## src/rtl/mem_arbiter_pkg.sv

```systemverilog
// mem_arb_pkg: shared types and constants for the unified-memory arbiter.
//   arb_state_t : arbiter FSM states (IDLE / ISSUE / RESP)
//   PORT_IF / PORT_D : requester IDs, also used as the last-grant encoding
//   mem_cmd_t   : command latched at handshake and replayed to the memory
// The command struct is sized for the default arbiter geometry
// (MEM_DWIDTH data bits, MEM_AWIDTH byte-address bits).
package mem_arb_pkg;

    localparam int MEM_DWIDTH = 32;
    localparam int MEM_AWIDTH = 16;

    localparam logic PORT_IF = 1'b0;
    localparam logic PORT_D  = 1'b1;

    typedef enum logic [1:0] {
        IDLE  = 2'd0,
        ISSUE = 2'd1,
        RESP  = 2'd2
    } arb_state_t;

    typedef struct packed {
        logic                      port;
        logic [MEM_AWIDTH-3:0]     widx;
        logic [MEM_DWIDTH/8-1:0]   wbe;
        logic [MEM_DWIDTH-1:0]     wdata;
    } mem_cmd_t;

endpackage

```

## src/rtl/mem_arbiter_pick.sv

```systemverilog
// arb_pick: combinational two-way grant between fetch and data requesters.
//   if_valid, d_valid : request valids
//   last_grant        : port granted on the previous handshake
//   grant_if, grant_d : one-hot (or zero) grant
// Optional feature macro MEM_ARB_RR_EN: when defined, a tie goes to the port
// that was not granted last; otherwise data always beats fetch and
// last_grant is ignored.
module arb_pick
    import mem_arb_pkg::*;
(
    input  logic if_valid,
    input  logic d_valid,
    input  logic last_grant,
    output logic grant_if,
    output logic grant_d
);

`ifdef MEM_ARB_RR_EN
    always_comb begin
        grant_if = 1'b0;
        grant_d  = 1'b0;
        if (if_valid && d_valid) begin
            if (last_grant == PORT_IF) begin
                grant_d = 1'b1;
            end else begin
                grant_if = 1'b1;
            end
        end else begin
            grant_if = if_valid;
            grant_d  = d_valid;
        end
    end
`else
    logic unused_last_grant;
    assign unused_last_grant = last_grant;

    assign grant_d  = d_valid;
    assign grant_if = if_valid && !d_valid;
`endif

endmodule

```

## src/rtl/mem_arbiter.sv

```systemverilog
// mem_arbiter: shares one single-ported synchronous-read memory between the
// instruction-fetch port and the load/store port.
//   clk, rst              : clock, synchronous active-high reset
//   if_req_* / if_rsp_*   : fetch request (valid/ready/addr) and response pulse
//   d_req_*  / d_rsp_*    : data request (valid/ready/addr/wbe/wdata) and
//                           response pulse (load data, or 0 for a store ack)
//   mem_addr/mem_wbe/mem_dw : memory word index, byte enables, write data
//   mem_dr                : memory read data, one cycle after the address
// Optional feature macro MEM_ARB_RR_EN selects round-robin arbitration
// (default build: fixed priority, data over fetch).
//
// state | meaning
// ------+-----------------------------------------------------------
// IDLE  | arbitrate; a handshake latches the command
// ISSUE | drive latched command to memory; a store commits this cycle
// RESP  | pulse rsp_valid on the granted port with mem_dr (or 0 for store)
module mem_arbiter
    import mem_arb_pkg::*;
#(
    parameter int DWIDTH = MEM_DWIDTH,
    parameter int AWIDTH = MEM_AWIDTH
)(
    input  logic                clk,
    input  logic                rst,
    input  logic                if_req_valid,
    output logic                if_req_ready,
    input  logic [DWIDTH-1:0]   if_req_addr,
    output logic                if_rsp_valid,
    output logic [DWIDTH-1:0]   if_rsp_data,
    input  logic                d_req_valid,
    output logic                d_req_ready,
    input  logic [DWIDTH-1:0]   d_req_addr,
    input  logic [DWIDTH/8-1:0] d_req_wbe,
    input  logic [DWIDTH-1:0]   d_req_wdata,
    output logic                d_rsp_valid,
    output logic [DWIDTH-1:0]   d_rsp_rdata,
    output logic [AWIDTH-3:0]   mem_addr,
    output logic [DWIDTH/8-1:0] mem_wbe,
    output logic [DWIDTH-1:0]   mem_dw,
    input  logic [DWIDTH-1:0]   mem_dr
);

    arb_state_t state_q;
    arb_state_t state_d;
    mem_cmd_t   cmd_q;

    logic grant_if;
    logic grant_d;
    logic hs_if;
    logic hs_d;
    logic last_grant;
    logic rsp_live;

    // Byte-offset bits and bits above the memory size carry no meaning here.
    logic unused_addr_bits;
    assign unused_addr_bits = ^{if_req_addr[DWIDTH-1:AWIDTH], if_req_addr[1:0],
                                d_req_addr[DWIDTH-1:AWIDTH],  d_req_addr[1:0]};

`ifdef MEM_ARB_RR_EN
    logic last_grant_q;

    always_ff @(posedge clk) begin
        if (rst) begin
            last_grant_q <= PORT_IF;
        end else if (hs_d) begin
            last_grant_q <= PORT_D;
        end else if (hs_if) begin
            last_grant_q <= PORT_IF;
        end
    end

    assign last_grant = last_grant_q;
`else
    assign last_grant = PORT_IF;
`endif

    arb_pick u_pick (
        .if_valid   (if_req_valid),
        .d_valid    (d_req_valid),
        .last_grant (last_grant),
        .grant_if   (grant_if),
        .grant_d    (grant_d)
    );

    // ready is held low during reset so no handshake is taken on a reset edge.
    assign if_req_ready = !rst && (state_q == IDLE) && grant_if;
    assign d_req_ready  = !rst && (state_q == IDLE) && grant_d;
    assign hs_if        = if_req_valid && if_req_ready;
    assign hs_d         = d_req_valid && d_req_ready;

    always_ff @(posedge clk) begin
        if (rst) begin
            state_q <= IDLE;
            cmd_q   <= '0;
        end else begin
            state_q <= state_d;
            if (hs_d) begin
                cmd_q <= '{port:  PORT_D,
                           widx:  d_req_addr[AWIDTH-1:2],
                           wbe:   d_req_wbe,
                           wdata: d_req_wdata};
            end else if (hs_if) begin
                cmd_q <= '{port:  PORT_IF,
                           widx:  if_req_addr[AWIDTH-1:2],
                           wbe:   '0,
                           wdata: '0};
            end
        end
    end

    always_comb begin
        state_d      = state_q;
        rsp_live     = 1'b0;
        if_rsp_valid = 1'b0;
        if_rsp_data  = '0;
        d_rsp_valid  = 1'b0;
        d_rsp_rdata  = '0;
        mem_wbe      = '0;

        unique case (state_q)
            IDLE: begin
                if (hs_if || hs_d) begin
                    state_d = ISSUE;
                end
            end
            ISSUE: begin
                state_d = RESP;
                if (!rst) begin
                    mem_wbe = cmd_q.wbe;
                end
            end
            RESP: begin
                state_d  = IDLE;
                // A response in flight during reset is dropped.
                rsp_live = !rst;
            end
            default: begin
                state_d = IDLE;
            end
        endcase

        if (rsp_live) begin
            if (cmd_q.port == PORT_IF) begin
                if_rsp_valid = 1'b1;
                if_rsp_data  = mem_dr;
            end else begin
                d_rsp_valid = 1'b1;
                d_rsp_rdata = (cmd_q.wbe == '0) ? mem_dr : '0;
            end
        end
    end

    assign mem_addr = cmd_q.widx;
    assign mem_dw   = cmd_q.wdata;

endmodule

```

## config.mk

```make
export PLATFORM = sky130hd
export DESIGN_NAME = mem_arbiter
export DESIGN_NICKNAME = d
export VERILOG_FILES = /design/src/rtl/mem_arbiter_pkg.sv /design/src/rtl/mem_arbiter_pick.sv /design/src/rtl/mem_arbiter.sv
export SDC_FILE = /design/constraint.sdc
export NUM_CORES = 1
export LEC_CHECK = 0
export BUFFER_PORTS_ARGS = -buffer_cell sky130_fd_sc_hd__buf_4
export CAP_MARGIN = 20
export CORE_AREA = 3 3 96 98
export CTS_CLUSTER_SIZE = 8
export DETAILED_ROUTE_END_ITERATION = 10
export DIE_AREA = 0 0 99 101
export PLACE_DENSITY_LB_ADDON = 0.3
export SETUP_SLACK_MARGIN = 0.1
export SYNTH_ARGS = -nofsm -noshare
export SYNTH_HDL_FRONTEND = slang
export SYNTH_SLANG_ARGS = --single-unit
```

## constraint.sdc

```tcl
create_clock -name clk -period 3.25 [get_ports clk]
set_input_delay 0.325 -clock clk [delete_from_list [all_inputs] [get_ports clk]]
set_output_delay 0.325 -clock clk [all_outputs]
set_load 0.02 [all_outputs]
```

; After elaboration in Yosys (flattened, before gate mapping)
; Cells that the tools add are included.
; W data, S select, Z words.
[totals]
output_inout_bits = 118
ram_bits = 0
wordCells = 36
reg_bits = 53
latch_bits = 0
memories = 0
in_bits = 136
rom_bits = 0
[op_classes]
bitwise = 0
n_mul = 0
reduce_logical = 12
div = 0
addsub = 0
n_shift = 0
n_eq_ne = 3
n_mux = 16
order_cmp = 0
[ops]
columns = cell, count
row1 = $mux W32, 5
row2 = $mux W51, 2
row3 = $mux W4, 2
row4 = $logic_and A1 B1 Y1, 6
row5 = $mux W1, 5
row6 = $logic_not A4 Y1, 1
row7 = $pmux W2 S2, 1
row8 = $eq A2 B1 Y1 const B, 1
row9 = $eq A2 B2 Y1 const B, 1
row10 = $logic_not A1 Y1, 2
row11 = $logic_not A2 Y1, 1
row12 = $mux W2, 1
row13 = $ne A2 B1 Y1 const B, 1
row14 = $reduce_bool A2 Y1, 1
row15 = $logic_or A1 B1 Y1, 1

; Longest topological paths before layout
; Gate-level depths: netlist (run 1).
[logic_depth]
word_depth = 7
ltp_mapped = 5
depth_no_buf = 3

; Cells and area by module
; Synthesis (run 1) repeated with hierarchy kept, for this count alone.
[unflattened]
cells_unflattened = 309
hier_area_um2 = 2930.3
[by_module_without_submodules]
columns = mod, area_per_inst_um2, cells_per_inst, seq_area_each_um2, instances
row1 = mem_arbiter, 2909.0, 307, 1061.0, 1
row2 = arb_pick, 21.3, 2, 0.0, 1

; Least setup slack after synthesis (run 1)
; No wires, ideal clock.
[synth_path]
path_kind = register to output
start = register state_q[1]
end = output port if_req_ready
stages_incl_launch_ff = 6
path_slack_ns = 1.469
arrival_time_ns = 1.456
n_path_buf = 2
required_ns = 2.925
cell_sequence = dfxtp_1 or3b_1 or2_1 buf_6 buf_6 nor2_1
[synth_between]
elab_chain_cells = 3
[synth_lines]
columns = item, line
row1 = "start, declared", mem_arbiter.sv:43  ; arb_state_t state_q;
row2 = "start signal, assigned", mem_arbiter.sv:96  ; state_q <= state_d;
row3 = $logic_not A2 Y1, mem_arbiter.sv:86  ; assign if_req_ready = !rst && (state_q == IDLE) && grant_if;
row4 = $logic_and A1 B1 Y1 (2 in a row), mem_arbiter.sv:86
row5 = "end, declared", mem_arbiter.sv:26  ; output logic if_req_ready,
; Every way passes these cells.

; Worst setup path in the final report (run 1)
[layout_path]
start = register state_q[0]
end = output port if_req_ready
; Same word-level chain as after synthesis.

==> metrics, run 1 <==
status=finished clean; worst ir drop on vdd=202.7 uV; Antenna Cells=0; synth top area cells=dfxtp_1 (40%), buf_4 (13%), a22o_1 (12%), and2_1 (8.5%), and3_1 (7.6%); via/cell ratio=4.625; Post-Syn Area=2650 um^2; post-CTS setup repair buffer count=0; Row Count=34; global-route wire length before repair=12.71 mm; H-tree depth=2; Final Hold Fails=0; global route total overflow=0; Wirelength per Cell=between 15 and 20 um; setup violators final=0; top_reg_cell synth=dfxtp_1; TNS Setup=0 ns; simple-gate share of the synthesized area=between 10% and 20%; endpoint class of the critical path=output port; Yosys reg bits=between 50 and 60; Initial Util=slightly above 30%; register area=around 1100 um^2; Post-Synth XOR/XNOR Area=0%; multi-input combinational cell area=1101 um^2; DR vias=roughly 2600; Final Critical Period=2.148 ns; top-area cell type share of the netlist area=40.04%; clock slew at reported path FFs=roughly 0.10 ns; top post-synthesis cells by count=dfxtp_1 (53), buf_4 (46), a22o_1 (36), and2_1 (36), and3_1 (32); worst hold start=d_req_wdata[26]; Layout Skew=0.007428 ns; Layout Area Growth over Synthesis=54.86%; Pwr per Cell Area=359.3 nW/um^2; Die ar.=between 9000 and 10000 um^2; met3 Track Usage GR=4.083%; Async SR Flop Fraction=0%; I/O pin count=between 200 and 300; drt pass-1 iters=4; placed insts=roughly 540; antenna-violating nets left=0; Filler Cell Count=817; GPL Wtd Cong=0.7308; area leader, netlist=dfxtp_1; CP Max Fanout=15; HPWL reported at the end of detailed placement=6.462 mm; CTS Root Buffer Type=clkbuf_8; final critical-path share of the clock period=66.10%; TritonCTS clock tree=yes; nets=579; Synth Area in Compound Gates=a little over a fifth; worst slew pin tran=~0.65 ns; startpoint types=flop; r2r startpoint=state_q[0]$_SDFFE_PP0P_; Mean Syn Cell Area=between 9 and 10 um^2; Synth cell types=24; most used routing layer=met2; total CTS buffers=5; Post-Layout Cell Count=552; post-synthesis mux area share=0%; IO Port Bufs=~220; Sink Count=53; Hold Path Class=in2reg; Syn Nets=419; hold buffer count at CTS=0; vias in the first global route=2580; Worst-Skew Late Latency=0.30 ns; share of post-route cells with drive strength above 1=54.05%; Total GRT Usage=15.45%; Max-cap violations=0; crit path DAT=1.82 ns; worst setup path start=state_q[0]$_SDFFE_PP0P_; Post-Route WL=8.419 mm; initial antenna violation count=0; Max clock buf depth=2; grt met2 use=26.91%; met1 usage in global routing=a little under a fifth; Slew Limit Fails=0; Crit Path Class=reg2out; drt drc=0; Syn Inst Count=between 200 and 300; Yosys warnings=0; Die W=99 um; FMAX=465.5 MHz; post_cts resized=0; Seq/Total Area, Yosys=between 40% and 50%; RSZ-0062 raised after global routing=no; main combinational cell family by area after synthesis=compound AO/OA/AOI/OAI gates; Required @ worst endpoint=2.92 ns; cell with the most instances after synthesis=dfxtp_1; Worst slew margin=56.40%; Die Ht=101 um; Core Area=8551 um^2; largest net degree at the start of global routing=34; Post-synth EDFFs=0; Leakage=2.211 nW; adder-cell share of the synthesized area=0%; DR iter-0 viols=102
## routing by layer
layer  part of all wire [%]  vias to the layer above
met5                      0                        -
met4                    1.4                        0
met3                    9.7                        8
met2                     48                      135
met1                     40                     1148
li1                       -                     1262
## where the power goes
group / internal [mW] / switching [mW]
Clock: 0.152 / 0.218
Combinational: 0.194 / 0.185
Sequential: 0.696 / 0.0293
## kinds of logic (layout without fill, tap and decap cells)
family,count (synthesis),in the layout
flops,53,53
simple gates,81,81
compound gates,66,66
buf+inv,83,244
## path summary, 6_finish.rpt
| kind | depth (start not counted) | to | slack, ns |
|---|---|---|---|
| max reg2reg | 4 | mem_dw[28]$_SDFFE_PP0P_ | 1.44 |
| min reg2reg | 1 | mem_dw[31]$_SDFFE_PP0P_ | 0.48 |
| max | 4 | if_req_ready | 1.10 |
| min | 2 | mem_dw[26]$_SDFFE_PP0P_ | 0.24 |
## registers in the layout (all words and copies together) (netlist names)
register  flops
cmd_q         5
mem_addr     14
mem_dw       32
state_q       2
## critical path, cell delays in order, from the launching register on
cell and delay, ns:
dfxtp_1 0.39, or3b_1 0.39, or2_1 0.42, nor2_1 0.17, buf_4 0.16
## through the flow
stage | hold slack [ns] | util [%] | power (mW) | area, um^2 | setup slack [ns]
2_1_floorplan | 0.4434 | - | 0.9687 | 2650 | 1.469
3_3_place_gp | 0.4582 | 46.97 | 1.115 | 4016 | 1.352
3_5_place_dp | 0.4574 | 46.97 | 1.120 | 4016 | 1.350
4_1_cts | 0.2240 | 48.00 | 1.498 | 4104 | 1.080
5_1_grt | 0.2131 | 48.00 | 1.548 | 4104 | 0.9992
6_report | 0.2350 | 48.00 | 1.474 | 4104 | 1.102
## final cells by class
cell class	instances	area share [%]
clock buffer	6	1.768
multi-input combinational	147	26.83
sequential	53	25.85
inverter	14	1.280
clock inverter	2	0.3659
timing repair buffer	222	40.61
tap	108	3.293
## cell usage in the layout (no fill, tap or decap), drive strengths merged
cell / instances
nor4: 1
or3b: 1
clkinvlp: 2
buf: 222
and4bb: 1
a21oi: 16
dfxtp: 53
nor2b: 1
nor3b: 2
inv: 14
and2: 36
or2: 2
o221a: 14
nor4b: 1
and3: 32
nor2: 3
a22o: 36
clkbuf: 6
and3b: 1
(Power assumes the default switching activity.)
==> run 2: changes to the inputs <==
ABC_AREA = 1   (was not set)
CORE_AREA = not set   (was 3 3 96 98)
CORE_MARGIN = 3   (was not set)
CORE_UTILIZATION = 35   (was not set)
DIE_AREA = not set   (was 0 0 99 101)
clock period = 1.9 ns   (was 3.25 ns; I/O delays follow)
==> metrics, run 2 <==
Post-Syn Area=3068 um^2 (+16%); CP Max Fanout=17 (+2); TritonCTS clock tree=yes; most frequent cells in the layout=buf_4 (225), nand2_1 (82), nor2_1 (79), inv_1 (55), dfxtp_1 (52); setup violators final=0 (unchanged); Worst-Skew Late Latency=0.30 ns (about the same); Crit Path Class=reg2out; GPL Wtd Cong=0.7521 (+2.9%); Worst R2R Setup Slack=0.36 ns (-1.08 ns); grt met2 use=34.09% (+7.2 points); synth top area cells=dfxtp_1 (35%), buf_4 (13%), nand2_1 (10%), nor2_1 (9.8%), inv_1 (6.9%); Die ar.=9925 um^2 (-0.74%); Hold Path Class=in2reg; Net Sw Power=0.8806 mW (+100%); sequential group share of total power=43.3% (-5.9 points); met3 Track Usage GR=4.348% (+0.26 points); Clk pwr share=27.4% (+2.3 points); Layout Area Growth over Synthesis=53.92%; hold_ws=0.1328 ns (-0.1022 ns); Core Area=8382 um^2 (-2.0%); Die W=99.63 um (+0.63%); RSZ-0062 raised after global routing=yes; R2R cell count=7 (+3); Leakage=2.523 nW (+14%); clock slew at reported path FFs=0.10 ns (about the same); Final Cell Area=4722 um^2 (+15%); initial antenna violation count=0 (unchanged); top_reg_cell synth=dfxtp_1; Required @ worst endpoint=1.71 ns (-1.21 ns); antenna-violating nets left=0 (unchanged); Post-Layout Cell Count=740 (+34%); global-route wire length before repair=15.29 mm (+20%); Sink Count=53 (unchanged); area leader, netlist=dfxtp_1; Max clock buf depth=2 (unchanged); I/O pin count=254 (unchanged); Pwr per Cell Area=599.0 nW/um^2 (+67%); Yosys warnings=0 (unchanged); final critical-path share of the clock period=approximately nine tenths; internal power=1.948 mW (+87%); largest net degree at the start of global routing=40 (+18%); Mean Syn Cell Area=6.472 um^2 (-31%); Post-Route WL=10.27 mm (+22%); worst ir drop on vdd=355.9 uV (+76%); WHS Path Cells=3 (+1); via/cell ratio=4.627 (about the same); Seq/Total Area, Yosys=34.58% (-5.5 points); share of post-route cells with drive strength above 1=42.36% (-12 points); global route total overflow=0 (unchanged); Yosys reg bits=53 (unchanged); Layout Skew=0.009458 ns (+0.002030 ns); nets=770 (+33%); Syn Nets=610 (+46%); startpoint types=flop; endpoint class of the critical path=output port; DR vias=3424 (+34%); Die Ht=99.63 um (-1.4%); commonest non-fill, non-tap cell in the layout=buf_4; Slew Limit Fails=0 (unchanged); total CTS buffers=5 (unchanged); Max-cap violations=0 (unchanged); cell with the most instances after synthesis=nand2_1; placed insts=729 (+34%); hold buffer count at CTS=0 (unchanged); most used routing layer=met2; area post-placement=4417 um^2 (+10%); Total GRT Usage=18.79% (+3.3 points); Syn Inst Count=474 (+67%); Async SR Flop Fraction=0% (unchanged); drt pass-1 iters=4 (unchanged); max reg flops=32 (unchanged); CTS Root Buffer Type=clkbuf_8; Row Count=33 (-2.9%); top post-synthesis cells by count=nand2_1 (83), nor2_1 (80), inv_1 (56), dfxtp_1 (53), buf_4 (52); worst hold start=d_req_wdata[7]; vias in the first global route=3080 (+19%); Post-synth EDFFs=0 (unchanged); Synth cell types=18 (-25%); drt drc=0 (unchanged); IO Port Bufs=217 (unchanged); r2r startpoint=state_q[0]$_SDFFE_PP0P_; Worst slew margin=68.48% (+12 points); DR iter-0 viols=128 (+25%); Final Critical Period=1.718 ns; Hold Path Sink=mem_dw[7]$_SDFFE_PP0P_; H-tree depth=2 (unchanged); Initial Util=36.60% (+5.6 points); Comb power frac=29.2% (+3.5 points); sw frac=31.13% (+1.8 points); met1 usage in global routing=22.36% (+3.9 points); Antenna Cells=0 (unchanged); Wirelength per Cell=13.88 um (-9.0%); HPWL reported at the end of detailed placement=7.583 mm (+17%); TNS Setup=0 ns (unchanged); crit path DAT=1.53 ns (-0.29 ns); Final Hold Fails=0 (unchanged); status=finished clean; top-area cell type share of the netlist area=34.58% (-5.5 points); power after layout=2.829 mW (+92%); Filler Cell Count=793 (-2.9%); FMAX=582.0 MHz; R2R Path End=mem_addr[9]$_SDFFE_PP0P_; worst slew pin tran=0.4728 ns (-0.1812 ns)
## run 2: changes by cell type in the layout (fill, tap and decap cells not counted), sizes merged, moves of 21 or more
cell,delta
nor3,+32
a21oi,+21
a22o,-36
and3,-32
nand2,+84
and2,-36
nand3,+38
nor2,+78
inv,+44
## run 2: routing by layer
metal,vias to the layer above,part of all wire (%)
met1,1535,38
met2,149,53
met5,-,0
met4,0,0.93
met3,9,8.4
li1,1731,-
## run 2: kinds of logic after synthesis
group	synth area share (%)
buffers and inverters	23.25
flip-flops	34.58
AND/OR/NAND/NOR	36.13
AO/OA/AOI/OAI	6.036
## run 2: worst max path at each step
stage	from	endpoint	slack [ns]	cells after the start
final	state_q[0]$_SDFFE_PP0P_	d_rsp_rdata[19]	0.18	7
after global placement	rst	mem_dw[26]$_SDFFE_PP0P_	0.35	7
after detailed placement	rst	mem_dw[0]$_SDFFE_PP0P_	0.33	7
after CTS	state_q[0]$_SDFFE_PP0P_	d_rsp_rdata[5]	0.10	7
after floorplan	state_q[0]$_SDFFE_PP0P_	d_rsp_rdata[22]	0.38	6
after global routing	state_q[0]$_SDFFE_PP0P_	d_rsp_rdata[20]	0.04	7
## run 2: worst max-delay path, cell delays in order, from the launching register on
cell     delay [ns]
dfxtp_1        0.33
inv_2          0.07
nand2_1        0.06
nor2_2         0.14
nand2_2        0.12
buf_12         0.18
nor3_1         0.16
buf_4          0.18
## run 2: power groups by stage
stage,Clock (mW),Sequential (mW),Combinational [mW]
2_1_floorplan,0,1.24,0.525
3_3_place_gp,0,1.25,0.783
3_5_place_dp,0,1.25,0.795
4_1_cts,0.806,1.22,0.800
5_1_grt,0.847,1.24,0.905
6_report,0.776,1.23,0.827
## run 2: area by class of cell
| cell class | count | area, um^2 | area share [%] |
|---|---|---|---|
| clock buffers | 5 | 68.82 | 1.457 |
| repair buffers | 230 | 1777 | 37.63 |
| clock inverters | 3 | 43.79 | 0.9274 |
| well taps | 105 | 131.4 | 2.782 |
| flip-flops and latches | 53 | 1062 | 22.50 |
| inverters | 57 | 216.5 | 4.584 |
| multi-input cells | 287 | 1423 | 30.13 |
## run 2: stage by stage
step                setup WS (ns)  util, %
floorplan                  0.3783        -
global placement           0.3509    52.69
detailed placement         0.3255    52.69
CTS                        0.1044    54.20
global route              0.03955    56.34
finish                     0.1817    56.34
## run 2: what timing repair did
item                       CTS  global route
gates resized for setup      3            33
setup buffers                0             2
pin swaps                    0             2
gates cloned                 0             1
setup endpoints to repair   32            68
==> run 3: changes to the inputs <==
clock period = 1.4 ns   (was 1.9 ns; I/O delays follow)
==> metrics, run 3 (same netlist as run 2, synthesis figures left out) <==
status=complete, but fails checks; failing checks=setup timing; final critical-path share of the clock period=120.4%; RSZ-0062 raised after global routing=yes; initial antenna violation count=0 (unchanged); share of post-route cells with drive strength above 1=58.95% (+17 points); worst ir drop on vdd=625.2 uV (+76%); Core Area=8382 um^2 (unchanged); most used routing layer=met2; Worst R2R Setup Slack=-0.07 ns (-0.43 ns); drt drc=0 (unchanged); R2R cell count=9 (+2); WHS Path Cells=2 (-1); CP Max Fanout=16 (-1); I/O pin count=254 (unchanged); startpoint types=flop; DR iter-0 viols=103 (-20%); Die W=99.63 um (unchanged); H-tree depth=2 (unchanged); met1 usage in global routing=22.69% (+0.34 points); Crit Path Class=reg2out; Total GRT Usage=20.34% (+1.6 points); HPWL reported at the end of detailed placement=7.727 mm (+1.9%); grt met2 use=37.50% (+3.4 points); DR vias=3750 (+9.5%); via/cell ratio=4.870 (+5.3%); Die Ht=99.63 um (unchanged); Slew Limit Fails=0 (unchanged); setup violators final=93 (+93); Initial Util=36.60% (unchanged); power after layout=4.146 mW (+47%); endpoint class of the critical path=output port; Layout Skew=0.01314 ns (+0.003686 ns); max reg flops=32 (unchanged); global-route wire length before repair=16.43 mm (+7.4%); IO Port Bufs=217 (unchanged); TritonCTS clock tree=yes; worst slew pin tran=0.4623 ns (-0.01046 ns); Die ar.=9925 um^2 (unchanged); nets=800 (+3.9%); Final WS setup=-0.2861 ns (-0.4678 ns); r2r startpoint=state_q[1]$_SDFFE_PP0P_; Final Critical Period=1.686 ns; Max clock buf depth=2 (unchanged); Hold Path Sink=mem_dw[24]$_SDFFE_PP0P_; vias in the first global route=3327 (+8.0%); global route total overflow=0 (unchanged); Antenna Cells=0 (unchanged); FMAX=593.1 MHz; Worst-Skew Late Latency=0.31 ns (about the same); largest net degree at the start of global routing=36 (-10%); antenna-violating nets left=0 (unchanged); Layout Area Growth over Synthesis=96.62%; Worst slew margin=69.18% (+0.70 points); R2R Path End=mem_addr[2]$_SDFFE_PP0P_; Pwr per Cell Area=687.3 nW/um^2 (+15%); commonest non-fill, non-tap cell in the layout=buf_4; GPL Wtd Cong=0.8074 (+7.4%); clock slew at reported path FFs=0.10 ns (about the same); Post-Route WL=12.78 mm (+24%); Leakage=2.892 nW (+15%); drt pass-1 iters=4 (unchanged); worst hold start=rst; Required @ worst endpoint=1.26 ns (-0.45 ns); hold_ws=0.05832 ns (-0.07453 ns); Wirelength per Cell=16.60 um (+20%); met3 Track Usage GR=5.119% (+0.77 points); Final Hold Fails=0 (unchanged); CTS Root Buffer Type=clkbuf_8; Max-cap violations=0 (unchanged); Sink Count=53 (unchanged); Hold Path Class=in2reg; Row Count=33 (unchanged); hold buffer count at CTS=0 (unchanged); total CTS buffers=5 (unchanged); most frequent cells in the layout=buf_4 (191), nand2_1 (65), inv_1 (54), dfxtp_1 (51), nor2_1 (44); TNS Setup=-14.06 ns (-14.06 ns); crit path DAT=1.55 ns (+0.02 ns)
-- run 3: cell types whose count changed in the layout (fill, tap and decap cells not counted), sizes merged --
cell    previous run  this run
buf              229       248
bufinv             1         0
clkbuf             6        18
clkinv             1         3
inv               58        56
-- run 3: what timing repair did --
item	4_1_cts	5_1_grt
setup buffers	2	7
setup endpoints to repair	72	106
pin swaps	1	23
resized for setup	67	126
gates cloned	3	14
-- run 3: routing by layer --
layer | vias up | share of wire, %
li1 | 1810 | -
met1 | 1752 | 36
met2 | 168 | 54
met3 | 20 | 7.8
met4 | 0 | 2.2
met5 | - | 0
-- run 3: cell type report --
| type | count | area (um^2) |
|---|---|---|
| timing repair buffer | 260 | 2552 |
| clock inverter | 2 | 13.76 |
| sequential | 53 | 1064 |
| tap | 105 | 131.4 |
| fill | 604 | 2350 |
| multi-input combinational | 287 | 1974 |
| inverter | 57 | 224.0 |
| clock buffer | 6 | 72.57 |
-- run 3: where the power goes --
group	switching [mW]	internal, mW
registers	0.0627	1.61
logic	0.822	0.773
clock network	0.518	0.358
-- run 3: critical path, stage by stage, from the launching register on --
cell and delay, ns:
dfxtp_2 0.34, inv_2 0.06, nand2_2 0.06, nor2_4 0.10
nand2_2 0.10, clkbuf_16 0.21, nor3_2 0.19, buf_4 0.19
-- run 3: how the worst max path moves through the flow --
stage,end,cells after the start,from,slack (ns)
6_report,d_rsp_rdata[14],7,state_q[0]$_SDFFE_PP0P_,-0.29
5_1_grt,d_rsp_rdata[14],7,state_q[0]$_SDFFE_PP0P_,-0.36
4_1_cts,d_rsp_rdata[22],7,state_q[0]$_SDFFE_PP0P_,-0.20
3_5_place_dp,if_rsp_data[0],7,state_q[1]$_SDFFE_PP0P_,0.05
3_3_place_gp,d_rsp_rdata[27],6,state_q[1]$_SDFFE_PP0P_,0.03
2_1_floorplan,d_rsp_rdata[22],6,state_q[0]$_SDFFE_PP0P_,-0.07
-- run 3: stage by stage --
stage               worst slack (ns)  cells  util, %  cell area (um^2)
detailed placement           0.04733    736    55.83              4679
global route                 -0.3565    770    71.97              6032
global placement             0.02838    736    55.83              4679
finish                       -0.2861    770    71.97              6032
CTS                          -0.2001    749    61.10              5121
floorplan                   -0.07171    474        -              3237
